## src/rtl/cam_bin_sampler.sv

```systemverilog
// cam_bin_sampler
//   Downscales the raw OV2640 pixel stream into an IMG_W x IMG_H binary image
//   for the LUT-network classifier. Each output cell covers a
//   2^SHIFT_X x 2^SHIFT_Y pixel block starting at (OFFSET_X, OFFSET_Y). The
//   cell value is either the top-left pixel of the block (point mode) or the
//   block mean (average mode), compared against a threshold and optionally
//   inverted. The image is built in a work buffer and copied to out_img only
//   when a frame has delivered every ROI line.
//
// Ports
//   ov2640_pixclk    pixel clock, all logic on the rising edge
//   reset            asynchronous, active-high
//   in_vsync         high during the active frame
//   in_href          high for valid pixels of a line
//   in_data          pixel value
//   threshold        binarisation threshold (sampled at frame start)
//   invert           invert binary result (sampled at frame start)
//   avg_en           0 = point sample, 1 = block average (sampled at frame start)
//   out_img          latched image, bit cy*IMG_W+cx, 1 = dark when not inverted
//   out_valid        one-cycle pulse when out_img updates
//   out_drop         one-cycle pulse when an incomplete frame is discarded
//   out_frame_count  accepted frame count, wraps 255 -> 0
module cam_bin_sampler #(
  parameter int DATA_WIDTH = 10,
  parameter int IMG_W      = 28,
  parameter int IMG_H      = 28,
  parameter int SHIFT_X    = 4,
  parameter int SHIFT_Y    = 4,
  parameter int OFFSET_X   = 0,
  parameter int OFFSET_Y   = 0,
  parameter int X_WIDTH    = 11,
  parameter int Y_WIDTH    = 10
) (
  input  logic                   ov2640_pixclk,
  input  logic                   reset,
  input  logic                   in_vsync,
  input  logic                   in_href,
  input  logic [DATA_WIDTH-1:0]  in_data,
  input  logic [DATA_WIDTH-1:0]  threshold,
  input  logic                   invert,
  input  logic                   avg_en,
  output logic [IMG_W*IMG_H-1:0] out_img,
  output logic                   out_valid,
  output logic                   out_drop,
  output logic [7:0]             out_frame_count
);

  localparam int NPIX   = IMG_W * IMG_H;
  localparam int ACC_W  = DATA_WIDTH + SHIFT_X + SHIFT_Y;
  localparam int CX_W   = (IMG_W > 1) ? $clog2(IMG_W) : 1;
  localparam int IDX_W  = (NPIX > 1) ? $clog2(NPIX) : 1;
  localparam int NEED_Y = OFFSET_Y + (IMG_H << SHIFT_Y);

  localparam logic [X_WIDTH-1:0] X_MASK = X_WIDTH'((1 << SHIFT_X) - 1);
  localparam logic [Y_WIDTH-1:0] Y_MASK = Y_WIDTH'((1 << SHIFT_Y) - 1);
  localparam logic [X_WIDTH-1:0] OFF_X  = X_WIDTH'(OFFSET_X);
  localparam logic [Y_WIDTH-1:0] OFF_Y  = Y_WIDTH'(OFFSET_Y);

  logic                  vsync_reg;
  logic                  line_reg;
  logic                  armed_reg;
  logic [X_WIDTH-1:0]    x_reg;
  logic [Y_WIDTH-1:0]    y_reg;
  logic [DATA_WIDTH-1:0] thr_reg;
  logic                  inv_reg;
  logic                  avg_reg;
  logic [NPIX-1:0]       work_reg;
  logic [ACC_W-1:0]      acc [IMG_W];

  logic                  frame_start;
  logic                  frame_end;
  logic                  line_end;
  logic [Y_WIDTH-1:0]    y_next;
  logic                  complete;
  logic                  pix_en;
  logic [X_WIDTH-1:0]    rx;
  logic [Y_WIDTH-1:0]    ry;
  logic [X_WIDTH-1:0]    cx_full;
  logic [Y_WIDTH-1:0]    cy_full;
  logic                  in_roi;
  logic [CX_W-1:0]       cx_idx;
  logic [IDX_W-1:0]      pix_idx;
  logic                  cell_first;
  logic                  cell_last;
  logic [ACC_W-1:0]      acc_base;
  logic [ACC_W-1:0]      sum;
  logic [ACC_W-1:0]      thr_scaled;
  logic                  write_en;
  logic                  wr_bit;

  always_comb begin
    frame_start = in_vsync & ~vsync_reg;
    frame_end   = ~in_vsync & vsync_reg & armed_reg;
    line_end    = line_reg & ~in_href;

    // y as it will be after this cycle; completeness uses it so that a line
    // whose href falls together with vsync still counts.
    y_next = y_reg;
    if (line_end && armed_reg && (y_reg != {Y_WIDTH{1'b1}})) begin
      y_next = y_reg + 1'b1;
    end
    complete = (int'(y_next) >= NEED_Y);

    pix_en  = in_vsync & armed_reg & in_href & ~frame_start;
    rx      = x_reg - OFF_X;
    ry      = y_reg - OFF_Y;
    cx_full = rx >> SHIFT_X;
    cy_full = ry >> SHIFT_Y;
    in_roi  = (x_reg >= OFF_X) && (y_reg >= OFF_Y) &&
              (int'(cx_full) < IMG_W) && (int'(cy_full) < IMG_H);
    cx_idx  = CX_W'(cx_full);
    pix_idx = IDX_W'(int'(cy_full) * IMG_W + int'(cx_full));

    cell_first = ((rx & X_MASK) == '0) && ((ry & Y_MASK) == '0);
    cell_last  = ((rx & X_MASK) == X_MASK) && ((ry & Y_MASK) == Y_MASK);

    // Starting the sum from zero on the first pixel also covers 1x1 cells,
    // where the first and last pixel coincide.
    acc_base   = cell_first ? '0 : acc[cx_idx];
    sum        = acc_base + ACC_W'(in_data);
    thr_scaled = ACC_W'(thr_reg) << (SHIFT_X + SHIFT_Y);

    write_en = pix_en & in_roi & (avg_reg ? cell_last : cell_first);
    wr_bit   = (avg_reg ? (sum < thr_scaled) : (in_data < thr_reg)) ^ inv_reg;
  end

  // Line accumulators hold no state across cells (each cell restarts from its
  // first pixel), so they need no reset.
  always_ff @(posedge ov2640_pixclk) begin
    if (pix_en && in_roi && avg_reg) begin
      acc[cx_idx] <= sum;
    end
  end

  always_ff @(posedge ov2640_pixclk or posedge reset) begin
    if (reset) begin
      // vsync_reg resets high so releasing reset in the middle of a frame is
      // not mistaken for a frame start.
      vsync_reg       <= 1'b1;
      line_reg        <= 1'b0;
      armed_reg       <= 1'b0;
      x_reg           <= '0;
      y_reg           <= '0;
      thr_reg         <= '0;
      inv_reg         <= 1'b0;
      avg_reg         <= 1'b0;
      work_reg        <= '0;
      out_img         <= '0;
      out_valid       <= 1'b0;
      out_drop        <= 1'b0;
      out_frame_count <= '0;
    end else begin
      vsync_reg <= in_vsync;
      line_reg  <= in_href & in_vsync & armed_reg;
      out_valid <= 1'b0;
      out_drop  <= 1'b0;

      if (!in_href) begin
        x_reg <= '0;
      end else if (x_reg != {X_WIDTH{1'b1}}) begin
        x_reg <= x_reg + 1'b1;
      end

      if (frame_start) begin
        armed_reg <= 1'b1;
        work_reg  <= '0;
        y_reg     <= '0;
        thr_reg   <= threshold;
        inv_reg   <= invert;
        avg_reg   <= avg_en;
      end else begin
        y_reg <= y_next;
        if (write_en) begin
          work_reg[pix_idx] <= wr_bit;
        end
        if (frame_end) begin
          armed_reg <= 1'b0;
          if (complete) begin
            out_img         <= work_reg;
            out_valid       <= 1'b1;
            out_frame_count <= out_frame_count + 8'd1;
          end else begin
            out_drop <= 1'b1;
          end
        end
      end
    end
  end

endmodule

```

## config.mk

```make
export PLATFORM = sky130hd
export DESIGN_NAME = cam_bin_sampler
export DESIGN_NICKNAME = d
export VERILOG_FILES = /design/src/rtl/cam_bin_sampler.sv
export SDC_FILE = /design/constraint.sdc
export NUM_CORES = 2
export LEC_CHECK = 0
export CAP_MARGIN = 30
export CELL_PAD_IN_SITES_DETAIL_PLACEMENT = 1
export CELL_PAD_IN_SITES_GLOBAL_PLACEMENT = 1
export CORE_UTILIZATION = 52
export CTS_CLUSTER_SIZE = 16
export DETAILED_ROUTE_END_ITERATION = 7
export GPL_TIMING_DRIVEN = 0
export MAX_ROUTING_LAYER = met4
export PLACE_DENSITY_LB_ADDON = 0.1
export SYNTH_ARGS = -nofsm -noshare
export SYNTH_HDL_FRONTEND = slang
export SYNTH_SLANG_ARGS = --single-unit
export TNS_END_PERCENT = 30
```

## constraint.sdc

```tcl
create_clock -name ov2640_pixclk -period 99.8 [get_ports ov2640_pixclk]
set_input_delay 9.98 -clock ov2640_pixclk [delete_from_list [all_inputs] [get_ports ov2640_pixclk]]
set_output_delay 9.98 -clock ov2640_pixclk [all_outputs]
set_load 0.01 [all_outputs]
```

After elaboration in Yosys (flattened, before gate mapping)
Memory sizes are Yosys's and may differ from the RTL's.
Index checks and enable logic that the tools add are counted.
Word-level totals
  word-level logic and storage cells: 87
  bits in writable memories: 504
  output and inout bits: 794
  memories kept: 1
  flip-flop bits (word level): 1614
  input port bits: 26
Memories
  acc: words 28, bits a word 18, rd ports 1, clocked after memory_dff 0, write ports 1, line 68  | logic [ACC_W-1:0] acc [IMG_W];
Cells by class
  bitwise logic cells: 16
  multiply operators: 1
  reductions and logical operators: 15
  $add $sub $neg: 5
  order comparisons: 9
  muxes and demuxes: 22
  eq/ne operators: 5
Operators by type and width (count)
  $mux 784: 2
  $bwmux 784: 1
  $mux 11: 2
  $ge 10x1->1 const B: 2
  $mux 10: 2
  $add 18x10->18: 1
  $lt 18x18->1: 1
  $mux 18: 1
  $mux 1: 13
  $add 11x1->11 const B: 1
  $and 1x1->1: 11
  $ge 11x1->1 const B: 1
  $logic_not 11->1: 1
  $lt 10x11->1 const B: 1
  $ne 11x11->1 const B: 1
  $add 10x1->10 const B: 1
  $add 10x7->10: 1
  $demux 1 s10: 1
  $ge 10x9->1 const B: 1
  $logic_and 1x1->1: 10
  $logic_not 10->1: 1
  $lt 10x10->1: 1
  $ne 10x10->1 const B: 1
  $add 8x1->8 const B: 1
  other kinds (9): 14

Longest topological paths before layout
  depth in word-level cells: 10
  mapped depth: 35
  mapped depth without buffers: 27

Worst setup path after synthesis
Ideal clock, no wire load.
  path kind: input-to-reg
  from: in in_data[0]
  to: reg work_reg[129]
  data arrival time: 14.754 ns
  slack: 84.907 ns
  data required time: 99.661 ns
  buffers on the path: 3
  stages on the path: 23
  setup time: 0.139 ns
  path through: ha_1 -> inv_1 -> fa_1 -> nor2b_1 -> o21a_1 -> a31o_2 -> o21bai_1 -> o21ai_0 -> a21oi_1 -> nor4_1 -> xor2_1 -> ha_1 -> nand2_1 -> nor2_1 -> a211oi_1 -> o31a_1 -> o21ai_0 -> o211a_1 -> xor2_1 -> buf_2 -> clkbuf_1 -> clkbuf_1 -> o31ai_1
Between the ends
  longest elaborated chain between the ends: 7
  elaborated cells on any way between the ends: 8
  those cells by class: add/sub (1); order compare (2); mux (4); bitwise (1)
RTL lines
  start: declaration: line 38  | input logic [DATA_WIDTH-1:0] in_data,
  $add 18x10->18: line 120  | sum = acc_base + ACC_W'(in_data);
  via sum[12]: line 86  | logic [ACC_W-1:0] sum;
  $lt 18x18->1: line 124  | wr_bit = (avg_reg ? (sum < thr_scaled) : (in_data < thr_reg)) ^ inv_reg;
  $mux 1: line 124
  $xor 1x1->1: line 124
  $bwmux 784: line 174  | work_reg[pix_idx] <= wr_bit;
  $mux 784: line 173  | if (write_en) begin
  $mux 784: line 164  | if (frame_start) begin
  end signal: indexed assignment: line 174
  end: declaration: line 67  | logic [NPIX-1:0] work_reg;
The timed path passes the listed nets, and every way through them passes these cells. The select of a mux whose other input is x is not followed.
A chain may end at the register's enable or synchronous reset.

Worst setup path in the final report
  from: in in_data[0]
  to: reg work_reg[510]
Same word-level chain as after synthesis.

==> metrics.txt <==
status finished clean; Port Buf Inserts 819; worst supply voltage drop on vdd 20.8 uV; time the final worst path needs with I/O delays and setup about 17 ns; Mapped Nets 6278; required time reported for the critical path endpoint 100.51 ns; RSZ-0062 raised after global routing no; element type at the critical path end flip-flop; average footprint of a synthesized cell around 15 um2; sequential element share of the synthesized area 61.5%; Setup Viol. Count Final 0; I/O pins roughly 800; count of cell types in the netlist 75; post-route setup TNS 0 ns; worst hold path type reg -> reg; violation count after the first detailed-routing iteration between 7000 and 8000; simple-gate area share of the yosys netlist around 4.3%; clock tree from TritonCTS built; first-pass GRT wire length about 530 mm; CP Launch Type input pin; largest net degree at the start of global routing ~140; worst hold path endpoint out_frame_count[7]$_DFFE_PP0P_; global route overflow 0; Async SR Flop Fraction approximately 76%; post-route cell area around 110000 um2; most common cell in the synthesized netlist dfrtp_1; start-to-end type of the worst setup path in -> reg; Placement Cell Area 104000 um2; final hold violations 0; cells taking the most area after synthesis dfrtp_1, edfxtp_1, mux2_4, o31ai_1, mux4_2; number of buffers inserted to repair setup after CTS 0; Num CTS Buffers 215; Die W between 400 and 500 um; TritonCTS sink count roughly 2100; number of stages on the worst hold path 1; adder-cell share of the synthesized area less than 1%; total half-perimeter wirelength after legalization and detailed placement 275 mm; Yosys top cell area share 44.7%; commonest cells in the synthesized netlist dfrtp_1, mux2_4, edfxtp_1; number of global-route vias before repair 69600; worst-case reg-to-reg path depth 31; layout cell share with drive strength beyond 1 approximately 22%; largest buffer count on any clock path 3; routed length per placed instance 38.2 um; combinational family with the most area after synthesis multiplexers; area growth from synthesis to layout 23.6%; leakage power of the design about 0.045 uW; post-CTS resize count 0; Reg clk slew, reported paths around 0.060 ns; drc violations 0; H-tree levels 4; Maximum Capacitance Violations 0; transition at the pin with the smallest max-transition slack around 1.2 ns; power density over the cells 16.5 nW/um2; endpoint of the most critical register-to-register path work_reg[510]$_DFFE_PP0P_; synthesized instance count ~6200; number of slew-limit violations in the final report 0; count of vias placed by the detailed router 67700; largest area contributor in the synthesized netlist dfrtp_1; compound-gate portion of the synthesized area about an eighth; Post-layout nets 7489; initial antenna violation count 10; post-DR vias/cell 6.84; crit path DAT about 18 ns; setup clock skew after layout slightly above 0.04 ns; total iterations of the first detailed-routing run 6; synth warn 0; die height 419 um; FF+latch count, synth 2118; global placer's final weighted congestion between 0.9 and 1; number of core rows 152; Top FF cell, synth dfrtp_1; GRT Total Usage about 44%; residual antenna-violating net count after detailed routing 0; biggest fanout along the worst timing path 10; core occupancy in the finished layout around two thirds; clk root buf clkbuf_16; die area 175000 um2; hold wc startpoint out_frame_count[7]$_DFFE_PP0P_; initial core utilization between 50% and 60%; share of the clock period used by the worst path approximately 17%; core area about 170000 um2; headroom to the max-slew limit a little under a quarter; startpoint of the worst-slack reg-to-reg timing path x_reg[8]$_DFFE_PP0P_; area of the mapped netlist roughly 90000 um2; xor and xnor area share after synthesis 0.522%; number of fill cells 15800; number of synthesized flops with an enable pin slightly above 500; multiplexer fraction of the synthesized cell area 16.4%; overall routed net length ~380 mm; cts hold-fix bufs 0; clock insertion delay at the later pin of the skew report 0.89 ns; Register-to-Register Setup Slack approximately 88 ns; top achievable clock speed slightly below 60 MHz
-- how the worst max path moves through the flow --
stage / from / to / slack, ns
floorplan: reset / armed_reg$_DFFE_PP0P_ / 44.28
global placement: reset / out_img[650]$_DFFE_PP0P_ / 26.32
detailed placement: in_data[0] / work_reg[511]$_DFFE_PP0P_ / 82.30
CTS: in_data[0] / work_reg[510]$_DFFE_PP0P_ / 83.23
global route: in_data[0] / work_reg[511]$_DFFE_PP0P_ / 82.96
finish: in_data[0] / work_reg[510]$_DFFE_PP0P_ / 83.00
-- cell usage in the layout, fill, tap and decap left out, types with 15 or more instances in the layout --
cell type / netlist / final
o211ai_1: 306 / 306
o31ai_1: 420 / 420
clkbuf_8: 0 / 34
edfxtp_1: 504 / 504
nor2_2: 0 / 30
xnor2_1: 33 / 23
buf_4: 7 / 28
mux2i_1: 21 / 20
a21oi_1: 31 / 31
nor4_2: 0 / 16
mux4_2: 120 / 120
nand3_1: 249 / 249
clkbuf_1: 468 / 518
clkdlybuf4s50_1: 0 / 819
mux2_2: 37 / 37
buf_8: 0 / 100
nor2b_1: 15 / 15
nor2_1: 114 / 77
buf_16: 0 / 35
inv_1: 34 / 33
buf_6: 86 / 105
clkbuf_16: 0 / 222
a22oi_1: 15 / 15
clkinv_1: 2 / 16
dfrtp_1: 1613 / 1613
mux2_4: 760 / 760
o311ai_0: 288 / 288
nand2_1: 212 / 212
buf_1: 38 / 38
o41ai_1: 176 / 176
ha_1: 50 / 50
o21ai_0: 221 / 221
clkinv_2: 0 / 39
buf_2: 51 / 51
nand4_1: 112 / 112
-- kinds of logic (layout without fill, tap and decap cells) --
| logic type | Yosys count | in the layout |
|---|---|---|
| compound gates | 1534 | 1534 |
| fa+ha+maj | 58 | 58 |
| xor+xnor | 53 | 53 |
| flops | 2118 | 2118 |
| buf+inv | 686 | 2067 |
| other cells | 0 | 9 |
| mux | 941 | 941 |
| simple gates | 804 | 804 |
-- critical path: stages --
cell and delay (ns):
clkdlybuf4s50_1 0.50, ha_1 0.28, inv_1 0.08, fa_1 0.24, nor2b_1 0.07, o21a_1 0.18, a31o_2 0.25, o21bai_1 0.33
o21ai_0 0.17, a21oi_1 0.69, nor2_1 0.20, xnor2_2 0.48, ha_1 0.36, o21ai_0 0.20, nor2_1 0.07, nor3_1 0.22
o2111ai_1 0.15, o211a_1 0.36, xor2_1 0.54, buf_2 0.50, clkbuf_1 0.66, clkbuf_1 0.75, o21ai_0 0.20
-- report_power, final --
group / internal, uW / total [uW] / switching (uW)
sequential: 901 / 902 / 1.04
combinational: 21.5 / 120 / 98.9
clock: 464 / 820 / 356
total: 1390 / 1840 / 456
-- layer usage --
metal / global-route usage, % / vias up / part of all wire (%) / wire length (um)
li1: - / 26500 / - / -
met1: 52.7 / 35400 / 36 / 135000
met2: 65.0 / 4363 / 45 / 170000
met3: 9.90 / 1437 / 9.3 / 35200
met4: 35.1 / 0 / 9.9 / 37400
met5: - / - / 0 / 0
-- cell type report --
class                   instances  area (um2)  area share, %
inverters                      36         143          0.128
clock buffers                 307        6210           5.57
well taps                    2310        2890           2.59
diodes                          9        22.5         0.0202
plain buffers                 650        3180           2.85
multi-input cells            3390       31900           28.5
flip-flops and latches       2118       55500           49.7
clock inverters                80         776          0.695
repair buffers                994       11000           9.88
-- through the flow --
| step | total power [uW] | setup WS (ns) | hold WS (ns) | std cells |
|---|---|---|---|---|
| 3_3_place_gp | 1020 | 26.32 | 0.461 | 9323 |
| 2_1_floorplan | 980 | 44.28 | 0.463 | 6194 |
| 5_1_grt | 1880 | 82.96 | 0.500 | 9891 |
| 4_1_cts | 1840 | 83.23 | 0.481 | 9871 |
| 6_report | 1840 | 83.00 | 0.478 | 9894 |
| 3_5_place_dp | 1030 | 82.30 | 0.470 | 9484 |
(Power assumes the default switching activity.)
